`src/rtl/cal_average_accum.sv`:
```
// cal_average_accum
// Frame-averaging accumulator for the calibrator datapath. The external
// synchronous FIFO (ACC_W wide, NBINS deep) holds one partial sum per bin.
// 2^shift consecutive frames are summed bin by bin, and the floor-shifted
// average is emitted while the last frame streams through. A flush pulse
// aborts the running average and drains whatever the FIFO still holds.
module cal_average_accum #(
    parameter int DIN_W         = 24,
    parameter int ACC_W         = 28,
    parameter int NBINS         = 512,
    parameter int RD_LAT        = 2,
    parameter int AVG_SHIFT_MAX = 4
) (
    input  logic                    CLK,
    input  logic                    RESET_N,
    input  logic [2:0]              avg_shift,
    input  logic                    flush,
    input  logic                    din_valid,
    input  logic signed [DIN_W-1:0] din,
    output logic                    din_ready,
    output logic                    dout_valid,
    output logic signed [DIN_W-1:0] dout,
    output logic                    dout_last,
    output logic                    busy,
    output logic                    err_underflow,
    output logic                    err_overflow,
    output logic                    fifo_we,
    output logic [ACC_W-1:0]        fifo_data,
    output logic                    fifo_re,
    input  logic [ACC_W-1:0]        fifo_q,
    input  logic                    fifo_empty,
    input  logic                    fifo_full
);

    localparam int BIN_W = (NBINS > 1) ? $clog2(NBINS) : 1;
    localparam int FRM_W = (AVG_SHIFT_MAX > 0) ? AVG_SHIFT_MAX : 1;
    localparam int SH_W  = 3;
    localparam int EC_W  = $clog2(RD_LAT + 2);

    typedef enum logic [2:0] {
        ST_IDLE  = 3'd0,
        ST_FIRST = 3'd1,
        ST_ACCUM = 3'd2,
        ST_LAST  = 3'd3,
        ST_FLUSH = 3'd4
    } state_t;

    state_t             state_r, state_nxt_s, mode_s;
    logic [BIN_W-1:0]   bin_cnt_r, bin_nxt_s;
    logic [FRM_W-1:0]   frm_cnt_r, frm_nxt_s, frm_inc_s, frm_last_s;
    logic [SH_W-1:0]    shift_q_r, shift_clamped_s, shift_eff_s;
    logic [EC_W-1:0]    ecnt_r, ecnt_nxt_s;

    logic period_start_s, din_ready_s, accept_s, bin_wrap_s, flush_start_s;
    logic need_read_s, need_write_s, emit_s;
    logic fifo_re_s, fifo_we_s;
    logic err_underflow_r, err_overflow_r;
    logic err_underflow_nxt_s, err_overflow_nxt_s;

    // Alignment pipeline: carries the accepted sample and its control
    // bits for RD_LAT cycles so it meets the matching fifo_q word.
    logic [RD_LAT-1:0]       pwr_r, pem_r, prd_r, plast_r;
    logic signed [DIN_W-1:0] pdin_r [RD_LAT];
    logic [SH_W-1:0]         psh_r  [RD_LAT];

    logic signed [ACC_W-1:0] q_term_s, din_ext_s, sum_s;
    logic [DIN_W-1:0]        dout_nxt_s;

    logic                    fifo_we_r, dout_valid_r, dout_last_r;
    logic [ACC_W-1:0]        fifo_data_r;
    logic [DIN_W-1:0]        dout_r;

    // Decode the accept, the effective shift and what this bin needs from the FIFO.
    always_comb begin
        period_start_s = (bin_cnt_r == '0) && (frm_cnt_r == '0);
        if (avg_shift > SH_W'(AVG_SHIFT_MAX)) begin
            shift_clamped_s = SH_W'(AVG_SHIFT_MAX);
        end else begin
            shift_clamped_s = avg_shift;
        end
        if (period_start_s) begin
            shift_eff_s = shift_clamped_s;
        end else begin
            shift_eff_s = shift_q_r;
        end
        frm_last_s    = FRM_W'((32'd1 << shift_eff_s) - 32'd1);
        frm_inc_s     = frm_cnt_r + FRM_W'(1);
        bin_wrap_s    = (bin_cnt_r == BIN_W'(NBINS - 1));
        flush_start_s = flush && (state_r != ST_FLUSH);
        din_ready_s   = (state_r != ST_FLUSH) && !flush;
        accept_s      = din_valid && din_ready_s;

        // The accept that leaves IDLE is already the first bin of the period.
        case (state_r)
            ST_IDLE: begin
                if (shift_eff_s == SH_W'(0)) begin
                    mode_s = ST_LAST;
                end else begin
                    mode_s = ST_FIRST;
                end
            end
            ST_FIRST: mode_s = ST_FIRST;
            ST_ACCUM: mode_s = ST_ACCUM;
            ST_LAST:  mode_s = ST_LAST;
            default:  mode_s = ST_IDLE;
        endcase

        need_read_s  = (mode_s == ST_ACCUM) ||
                       ((mode_s == ST_LAST) && (shift_eff_s != SH_W'(0)));
        need_write_s = (mode_s == ST_FIRST) || (mode_s == ST_ACCUM);
        emit_s       = (mode_s == ST_LAST);

        fifo_re_s = (accept_s && need_read_s) ||
                    ((state_r == ST_FLUSH) && !fifo_empty);
        fifo_we_s = fifo_we_r && !flush;
    end

    // Next state, bin/frame counters, flush drain counter and sticky errors.
    always_comb begin
        state_nxt_s         = state_r;
        bin_nxt_s           = bin_cnt_r;
        frm_nxt_s           = frm_cnt_r;
        ecnt_nxt_s          = ecnt_r;
        err_underflow_nxt_s = err_underflow_r;
        err_overflow_nxt_s  = err_overflow_r;

        if (flush_start_s) begin
            state_nxt_s = ST_FLUSH;
            bin_nxt_s   = '0;
            frm_nxt_s   = '0;
            ecnt_nxt_s  = '0;
        end else if (state_r == ST_FLUSH) begin
            if (fifo_empty) begin
                if (ecnt_r == EC_W'(RD_LAT)) begin
                    state_nxt_s = ST_IDLE;
                    ecnt_nxt_s  = '0;
                end else begin
                    ecnt_nxt_s  = ecnt_r + EC_W'(1);
                end
            end else begin
                ecnt_nxt_s = '0;
            end
        end else if (accept_s) begin
            if (bin_wrap_s) begin
                bin_nxt_s = '0;
                case (mode_s)
                    ST_FIRST, ST_ACCUM: begin
                        frm_nxt_s = frm_inc_s;
                        if (frm_inc_s == frm_last_s) begin
                            state_nxt_s = ST_LAST;
                        end else begin
                            state_nxt_s = ST_ACCUM;
                        end
                    end
                    ST_LAST: begin
                        frm_nxt_s   = '0;
                        state_nxt_s = ST_IDLE;
                    end
                    default: begin
                        frm_nxt_s   = '0;
                        state_nxt_s = ST_IDLE;
                    end
                endcase
            end else begin
                bin_nxt_s   = bin_cnt_r + BIN_W'(1);
                state_nxt_s = mode_s;
            end
        end else begin
            state_nxt_s = state_r;
        end

        if (flush_start_s) begin
            err_underflow_nxt_s = 1'b0;
            err_overflow_nxt_s  = 1'b0;
        end else begin
            if (accept_s && need_read_s && fifo_empty) begin
                err_underflow_nxt_s = 1'b1;
            end else begin
                err_underflow_nxt_s = err_underflow_r;
            end
            if (fifo_we_s && fifo_full) begin
                err_overflow_nxt_s = 1'b1;
            end else begin
                err_overflow_nxt_s = err_overflow_r;
            end
        end
    end

    // Control state: FSM, counters, latched shift and error flags.
    always_ff @(posedge CLK or negedge RESET_N) begin
        if (!RESET_N) begin
            state_r         <= ST_IDLE;
            bin_cnt_r       <= '0;
            frm_cnt_r       <= '0;
            shift_q_r       <= '0;
            ecnt_r          <= '0;
            err_underflow_r <= 1'b0;
            err_overflow_r  <= 1'b0;
        end else begin
            state_r         <= state_nxt_s;
            bin_cnt_r       <= bin_nxt_s;
            frm_cnt_r       <= frm_nxt_s;
            ecnt_r          <= ecnt_nxt_s;
            err_underflow_r <= err_underflow_nxt_s;
            err_overflow_r  <= err_overflow_nxt_s;
            if (accept_s && period_start_s) begin
                shift_q_r <= shift_clamped_s;
            end
        end
    end

    // Delay the accepted sample and its controls to line up with fifo_q;
    // a flush kills every write still in flight.
    always_ff @(posedge CLK or negedge RESET_N) begin
        if (!RESET_N) begin
            pwr_r   <= '0;
            pem_r   <= '0;
            prd_r   <= '0;
            plast_r <= '0;
            for (int i = 0; i < RD_LAT; i++) begin
                pdin_r[i] <= '0;
                psh_r[i]  <= '0;
            end
        end else begin
            pwr_r[0]   <= accept_s && need_write_s && !flush;
            pem_r[0]   <= accept_s && emit_s;
            prd_r[0]   <= accept_s && need_read_s;
            plast_r[0] <= bin_wrap_s;
            if (accept_s) begin
                pdin_r[0] <= din;
                psh_r[0]  <= shift_eff_s;
            end
            for (int i = 1; i < RD_LAT; i++) begin
                pwr_r[i]   <= pwr_r[i-1] && !flush;
                pem_r[i]   <= pem_r[i-1];
                prd_r[i]   <= prd_r[i-1];
                plast_r[i] <= plast_r[i-1];
                pdin_r[i]  <= pdin_r[i-1];
                psh_r[i]   <= psh_r[i-1];
            end
        end
    end

    // Add the stored partial sum (if one was read) to the sign-extended sample.
    always_comb begin
        if (prd_r[RD_LAT-1]) begin
            q_term_s = $signed(fifo_q);
        end else begin
            q_term_s = '0;
        end
        din_ext_s  = {{(ACC_W - DIN_W){pdin_r[RD_LAT-1][DIN_W-1]}}, pdin_r[RD_LAT-1]};
        sum_s      = q_term_s + din_ext_s;
        dout_nxt_s = DIN_W'(sum_s >>> psh_r[RD_LAT-1]);
    end

    // Registered result stage driving the FIFO write port and the averaged output.
    always_ff @(posedge CLK or negedge RESET_N) begin
        if (!RESET_N) begin
            fifo_we_r    <= 1'b0;
            fifo_data_r  <= '0;
            dout_valid_r <= 1'b0;
            dout_last_r  <= 1'b0;
            dout_r       <= '0;
        end else begin
            fifo_we_r    <= pwr_r[RD_LAT-1] && !flush;
            dout_valid_r <= pem_r[RD_LAT-1];
            dout_last_r  <= pem_r[RD_LAT-1] && plast_r[RD_LAT-1];
            if (pwr_r[RD_LAT-1] && !flush) begin
                fifo_data_r <= sum_s;
            end
            if (pem_r[RD_LAT-1]) begin
                dout_r <= dout_nxt_s;
            end
        end
    end

    assign din_ready     = din_ready_s;
    assign busy          = (state_r != ST_IDLE);
    assign err_underflow = err_underflow_r;
    assign err_overflow  = err_overflow_r;
    assign fifo_re       = fifo_re_s;
    assign fifo_we       = fifo_we_s;
    assign fifo_data     = fifo_data_r;
    assign dout_valid    = dout_valid_r;
    assign dout_last     = dout_last_r;
    assign dout          = dout_r;

endmodule

```
`config.mk`:
```
export PLATFORM = sky130hd
export DESIGN_NAME = cal_average_accum
export DESIGN_NICKNAME = d
export VERILOG_FILES = /design/src/rtl/cal_average_accum.sv
export SDC_FILE = /design/constraint.sdc
export NUM_CORES = 1
export LEC_CHECK = 0
export ABC_AREA = 1
export CAP_MARGIN = 20
export CORE_ASPECT_RATIO = 1.1
export CORE_MARGIN = 2
export CORE_UTILIZATION = 60
export CTS_CLUSTER_DIAMETER = 150
export DETAILED_ROUTE_END_ITERATION = 7
export GPL_ROUTABILITY_DRIVEN = 0
export PLACE_DENSITY = 0.85
export SYNTH_ARGS = -nofsm -noshare
export SYNTH_HDL_FRONTEND = slang
export SYNTH_SLANG_ARGS = --single-unit
```
`constraint.sdc`:
```
create_clock -name CLK -period 4.6 [get_ports CLK]
set_input_delay 0.69 -clock CLK [delete_from_list [all_inputs] [get_ports CLK]]
set_output_delay 0.69 -clock CLK [all_outputs]
set_load 0.01 [all_outputs]
```
==> results of run 1 <==
==> metal layers <==
metal | routed length (um) | track usage [%]
met1 | 9280 | 38.2
met4 | 674 | 11.8
met2 | 9770 | 45.7
met3 | 1240 | 4.41
met5 | 0 | 0
==> worst max-delay path: cells and delay by family (launching register included) <==
kind	cells	cell delay [ps]
and+or+nand+nor	7	1150
buffers and inverters	3	720
DFF	1	430
adders and majority gates	2	340
AOI/OAI and AO/OA	2	300
==> power by group through the flow <==
stage	Clock, mW	Sequential, mW	Combinational, mW
6_report	1.34	2.05	2.98
2_1_floorplan	0	1.99	1.98
4_1_cts	1.35	2.04	2.96
5_1_grt	1.41	2.10	3.33
3_3_place_gp	0	2.04	2.83
3_5_place_dp	0	2.05	2.91
==> path summary, 6_finish.rpt <==
path | from | endpoint | slack (ps) | cells past startpoint
worst max-delay path | frm_cnt_r[0] | fifo_re | 540 | 14
worst min-delay path | prd_r[0] | prd_r[1] | 350 | 0
worst max register to register | prd_r[1] | dout[10] | 1360 | 16
worst min register to register | prd_r[0] | prd_r[1] | 350 | 0
max in group asynchronous | RESET_N | din_ext_s[19] | 3170 | 2
min in group asynchronous | RESET_N | plast_r[1] | 370 | 1
==> sequential cells by signal, indices dropped and copies added (netlist names) <==
signal         count
fifo_data         28
din_ext_s         24
dout              24
pdin_r            24
bin_cnt_r          9
psh_r              6
frm_cnt_r          4
shift_q_r          3
state_r            3
ecnt_r             2
pem_r              2
plast_r            2
prd_r              2
pwr_r              2
dout_last          1
dout_valid         1
err_overflow       1
err_underflow      1
fifo_we_r          1
==> cells by family after synthesis <==
group                      after synthesis
AOI/OAI and AO/OA                      100
buffers and inverters                  214
xor gates and xnor gates                15
and+or+nand+nor                        711
DFF                                    140
adders and majority gates               36
muxes                                    1
==> synth_stat cells, drive strengths merged, types with 2 or more instances <==
library cell | number | area share, %
xnor2 | 7 | 0.71
clkbuf | 19 | 0.82
o22ai | 3 | 0.29
a31oi | 20 | 1.4
o21bai | 3 | 0.26
nor2 | 79 | 4.3
nand4 | 12 | 1.2
a21o | 2 | 0.17
inv | 178 | 7.8
nor3 | 2 | 0.12
o21ai | 45 | 2.6
nand2 | 450 | 20
o211ai | 3 | 0.26
dfrtp | 140 | 40
nor4 | 3 | 0.56
buf | 15 | 0.86
ha | 35 | 5.0
a21oi | 20 | 1.2
clkinv | 2 | 0.087
nand3 | 162 | 9.9
xor2 | 8 | 0.89
==> cell type report <==
cell class	instances	share of cell area (%)
multi-input combinational	863	41.1
sequential	140	33.1
timing repair buffer	122	11.5
inverter	180	6.44
clock buffer	19	4.19
tap	192	2.27
clock inverter	13	1.35
==> layout by cell type (no fill, tap or decap), drive strengths merged <==
cell type	n
inv	180
xnor2	7
clkinvlp	2
a22o	1
nand2	450
nor2	79
fa	1
o22ai	3
o32ai	1
a31oi	20
buf	3
or2	1
a21o	2
nand4	12
nor4	3
a211oi	1
nand3b	1
a21oi	20
o211ai	3
clkbuf	19
o21bai	3
and3	1
dfrtp	140
nor3	2
ha	35
mux2i	1
o21ai	45
clkinv	9
xor2	8
bufinv	2
o211a	1
clkdlybuf4s50	119
nand3	162
==> metrics.md, run 1 <==
| Metric | Value |
|---|---|
| Synthesized instance count | 1217 |
| Vias | 8128 |
| Netlist cell types | 47 |
| Initial antenna violation count | 0 |
| Worst Clk Skew | 9.57 ps |
| Core box area | 14300 sq um |
| CP Cell Sequence | inv_1, ha_1, nand3_1, nor4_4, nand3_1, nand2_2, nand3_4, o22ai_2, ha_1, inv_1, nor2_1, nand2_2, o211ai_1, clkdlybuf4s50_1 |
| Pin count of the biggest net entering global routing | 101 |
| Wire per inst | 13.7 um |
| RSZ-0062 raised after global routing | no |
| Clk Latency, worst-skew pair | 430 ps |
| # fillers | 1157 |
| Startpoint types | register |
| CP arrival | 3370 ps |
| Final hold slack | 348 ps |
| Post-synthesis net count | 1314 |
| Final Setup Violations | 0 |
| Post-synthesis register bit count | 140 |
| Row cnt | 46 |
| Max-cap violation count | 0 |
| Overflow after GRT | 0 |
| Vias per cell | 5.32 |
| Vias in the first global route | 7533 |
| Storage element area | 3500 sq um |
| Synthesized-area fraction occupied by adder cells | 5.28% |
| Warnings from Yosys | 0 |
| Syn_area_per_cell | 7.13 sq um |
| CTS tree | built |
| Share of cells above drive strength 1 | 7.26% |
| Dpl cells | 1497 |
| I/O Buffers | 120 |
| I/O pins | 121 |
| Detailed Route Iter0 Violations | 752 |
| Cell leakage power | 5.63 nW |
| Net Sw Frac | 42.3% |
| Die Span Y | 130 um |
| Initial cell density of the core | 60.8% |
| Psw | 2.69 mW |
| # clock sinks | 140 |
| Clock power frac | 21.0% |
| Die X | 119 um |
| Slowest stage cell on the critical path | clkdlybuf4s50_1 |
| Hpwl dp | 15800 um |
| Number of synthesized flops with an enable pin | 0 |
| Overall global routing resource usage | 28.2% |
| Wire length of the first global-routing pass | 35100 um |
| FFs w/ async S/R, synth | 100% |
| Internal power | 3.67 mW |
| Max-slew headroom | 34.5% |
| Fin. max-slew vios | 0 |
| Post-CTS Resized | 0 |
| Peak VDD IR | 391 uV |
| Final Core Density | 74.1% |
| Antenna viol nets, final | 0 |
| NumNets Final | 1421 |
| Clk root buf | clkbuf_16 |
| Routed wire length | 21000 um |
| DRC viols | 0 |
| Final-report hold violation count | 0 |
| Cts hold-fix bufs | 0 |
| Clock-pin slew on the worst setup and hold paths | 60 ps |
| Setup WS pre-CTS | 866 ps |
| CP Capture Type | primary output |
| Number of H-tree levels | 4 |
| Critical path required time | 3910 ps |
| Mapped Area | 8680 sq um |
| Initial DRT Pass Iterations | 5 |
| Sequential fraction of the synthesis area | 40.4% |
| Synth Area in Compound Gates | 6.62% |
| Area Overhead vs Synth | 21.9% |
| Combinational power share | 46.8% |
| Post-route design area | 10600 sq um |
| Slew @ Worst Pin | 977 ps |
| Tot Pwr | 6.37 mW |
| Sequential share of power | 32.2% |
| Setup CP Type | reg2out |
| HP Class | reg2reg |
| Post-layout min period | 4060 ps |
| Cell Area, Placed | 9990 sq um |
| Simple-Gate Fraction of Synth Area | 36.5% |
| Crit share post-route | 88.3% |
| Status | finished clean |
| Fmax | 246 MHz |
| Final setup TNS | 0 ps |
| XOR/XNOR Fraction of Synth Area | 1.60% |
| Clock Path Buffers | 2 |
| Area of the multi-input gates | 4350 sq um |
| Crit Path Max Fanout | 7 |
| CTS buffer count | 17 |
| Final Non-Filler Cells | 1529 |
| Pwr dens | 602 nW/um^2 |
| Main combinational cell family by area after synthesis | simple AND/OR/NAND/NOR gates |
| CP max stage delay | 570 ps |
| Post-synthesis mux area share | 0.115% |
| Setup WS post-layout | 537 ps |
| Setup bufs post-CTS | 0 |
| Total Die Area | 15400 sq um |
| Most used DFF post-synth | dfrtp_1 |
| ANT cells | 0 |
No activity file was read; power rests on OpenSTA's default activity.
==> run 2: changes to the inputs <==
--- a/config.mk
+++ b/config.mk
@@ -5,11 +5,10 @@
 export SDC_FILE = /design/constraint.sdc
 export NUM_CORES = 1
 export LEC_CHECK = 0
-export ABC_AREA = 1
 export CAP_MARGIN = 20
 export CORE_ASPECT_RATIO = 1.1
 export CORE_MARGIN = 2
-export CORE_UTILIZATION = 60
+export CORE_UTILIZATION = 59
 export CTS_CLUSTER_DIAMETER = 150
 export DETAILED_ROUTE_END_ITERATION = 7
 export GPL_ROUTABILITY_DRIVEN = 0
==> metrics.md, run 2 <==
| Metric | Value |
|---|---|
| Fin. max-slew vios | 0 |
| Vias | 6657 |
| Clock Path Buffers | 2 |
| Initial cell density of the core | 59.6% |
| Slowest stage cell on the critical path | clkdlybuf4s50_1 |
| Sequential fraction of the synthesis area | 45.0% |
| Final Setup Violations | 0 |
| Antenna viol nets, final | 0 |
| Delay-heaviest family, CP | simple AND/OR/NAND/NOR gates |
| HP Class | reg2reg |
| Row cnt | 44 |
| Ranking of synthesized cells by area | dfrtp_1, nand2_1, ha_1, and2_1, o21ai_0 |
| CP arrival | 3720 ps |
| Setup bufs post-CTS | 0 |
| Slew @ Worst Pin | 993 ps |
| Critical path required time | 3910 ps |
| Routed wire length | 19300 um |
| CP Cell Sequence | nor4_1, nand4_1, or4_4, mux2i_2, nand3_1, nor2_1, nor2_1, nor2_1, ha_1, a21oi_1, o22ai_1, clkdlybuf4s50_1 |
| Pin count of the biggest net entering global routing | 113 |
| Most frequent cells in the layout | nand2_1, dfrtp_1, clkdlybuf4s50_1 |
| Detailed Route Iter0 Violations | 845 |
| Top cell type by total area after synthesis | dfrtp_1 |
| Final hold slack | 353 ps |
| Pwr dens | 646 nW/um^2 |
| Netlist cell types | 67 |
| Vias per cell | 6.11 |
| Hold depth | 0 |
| CTS buffer count | 17 |
| CP Capture Type | primary output |
| Max-slew headroom | 33.8% |
| Syn_area_per_cell | 9.56 sq um |
| Post-synthesis register bit count | 140 |
| Commonest non-fill, non-tap cell in the layout | nand2_1 |
| Share of cells above drive strength 1 | 8.18% |
| Max-cap violation count | 0 |
| Worst Clk Skew | 9.62 ps |
| Die Span Y | 124 um |
| Area Overhead vs Synth | 24.6% |
| Fmax | 227 MHz |
| Synth top area share | 45.0% |
| Initial DRT Pass Iterations | 5 |
| Crit share post-route | 95.9% |
| NumNets Final | 1015 |
| Peak VDD IR | 280 uV |
| Overall global routing resource usage | 28.0% |
| FFs w/ async S/R, synth | 100% |
| Post-route design area | 9690 sq um |
| Final-report hold violation count | 0 |
| Largest register FFs | 28 |
| Startpoint types | register |
| Most used DFF post-synth | dfrtp_1 |
| Setup CP Type | reg2out |
| Count leader, synth | nand2_1 |
| Warnings from Yosys | 0 |
| Number of H-tree levels | 4 |
| Synthesized instance count | 814 |
| Hpwl dp | 13700 um |
| Clk root buf | clkbuf_16 |
| Post-synthesis net count | 911 |
| Mapped Area | 7780 sq um |
| Wire per inst | 17.7 um |
| Cell leakage power | 4.42 nW |
| Total Die Area | 14100 sq um |
| # fillers | 877 |
| Overflow after GRT | 0 |
| Clock-pin slew on the worst setup and hold paths | 60 ps |
| R2r worst-path depth | 11 |
| # clock sinks | 140 |
| CP Depth | 12 |
| Core box area | 13000 sq um |
| Post-layout min period | 4410 ps |
| CP max stage delay | 550 ps |
| Wire length of the first global-routing pass | 31500 um |
| I/O Buffers | 120 |
| Status | finished clean |
| Tot Pwr | 6.26 mW |
| ANT cells | 0 |
| Initial antenna violation count | 0 |
| Vias in the first global route | 6326 |
| Clk Latency, worst-skew pair | 420 ps |
| Most used cell, CP | nor2_1 |
| CTS tree | built |
| Buf+Inv Stages, Crit Path | 1 |
| Commonest cells post-synth | nand2_1, dfrtp_1, o21ai_0 |
| Number of synthesized flops with an enable pin | 0 |
| Die X | 113 um |
| I/O pins | 121 |
| DRC viols | 0 |
| Cell Area, Placed | 9070 sq um |
| Crit Path Max Fanout | 6 |
==> run 2: cell count changes after synthesis, sizes merged, moves of 20 or more <==
cell,before,now
mux2i,1,21
a21oi,20,40
nand3,162,10
nor2,79,43
nand2,450,166
inv,178,17
and2,0,35
==> run 2: repair_timing <==
| item | CTS | global route |
|---|---|---|
| resized for setup | 0 | 5 |
| endpoints found under the hold margin | 0 | 0 |
| endpoints found under the setup margin | 0 | 1 |
| hold buffers | 0 | 0 |
==> run 2: metrics by stage <==
stage,utilization (%),setup WS [ps],setup TNS [ps],std cells
after floorplan,-,1110,0,814
after global placement,69.5,475,0,1060
after detailed placement,69.5,416,0,1060
after CTS,74.1,150,0,1090
after global routing,74.3,-41.4,-41.4,1090
final,74.3,188,0,1090
==> run 2: cell type report <==
type | count | area [sq um] | share of cell area [%]
clock buffers | 22 | 454 | 4.69
inverters | 19 | 71.3 | 0.736
repair buffers | 126 | 1250 | 12.9
clock inverters | 8 | 143 | 1.47
well taps | 161 | 201 | 2.08
flip-flops and latches | 140 | 3500 | 36.1
multi-input cells | 614 | 4070 | 42.0
==> run 2: kinds of logic after synthesis <==
kind of cell / count (synthesis) / share of synthesized area, %
compound gates: 185 / 16.1
xor+xnor: 42 / 4.73
fa+ha+maj: 36 / 5.89
buf+inv: 60 / 2.98
flops: 140 / 45.0
mux: 45 / 7.24
simple gates: 306 / 18.0
==> run 2: power by group <==
group          total (mW)  internal, mW  switching (mW)
combinational        2.87          1.28            1.59
sequential           1.98          1.69           0.293
clock                1.41         0.912           0.500
==> run 2: routing by layer <==
layer / global-route usage [%] / vias to the layer above / part of all wire, %
li1: - / 3089 / -
met4: 13.6 / 0 / 4.2
met2: 43.6 / 344 / 47
met1: 38.4 / 3158 / 42
met3: 4.62 / 66 / 6.5
met5: 0 / - / 0
==> run 2: final timing paths <==
check                             startpoint         end  slack (ps)
worst max-delay path            bin_cnt_r[3]     fifo_re         190
max in group asynchronous            RESET_N    psh_r[5]        3200
worst max register to register      prd_r[1]    dout[15]         640
min in group asynchronous            RESET_N  pdin_r[34]         410
worst min-delay path                prd_r[0]    prd_r[1]         350
worst min register to register      prd_r[0]    prd_r[1]         350
==> run 2: worst reg2reg max path: stages, from the launching register on <==
cell       delay, ps
dfrtp_1          800
and2_1           280
ha_1             260
a211oi_1         310
o21ai_1          250
o2111a_1         330
o2111ai_1        280
nand2_1          150
xnor2_1          440
mux2i_1          210
mux2i_1          330
o221ai_1         180
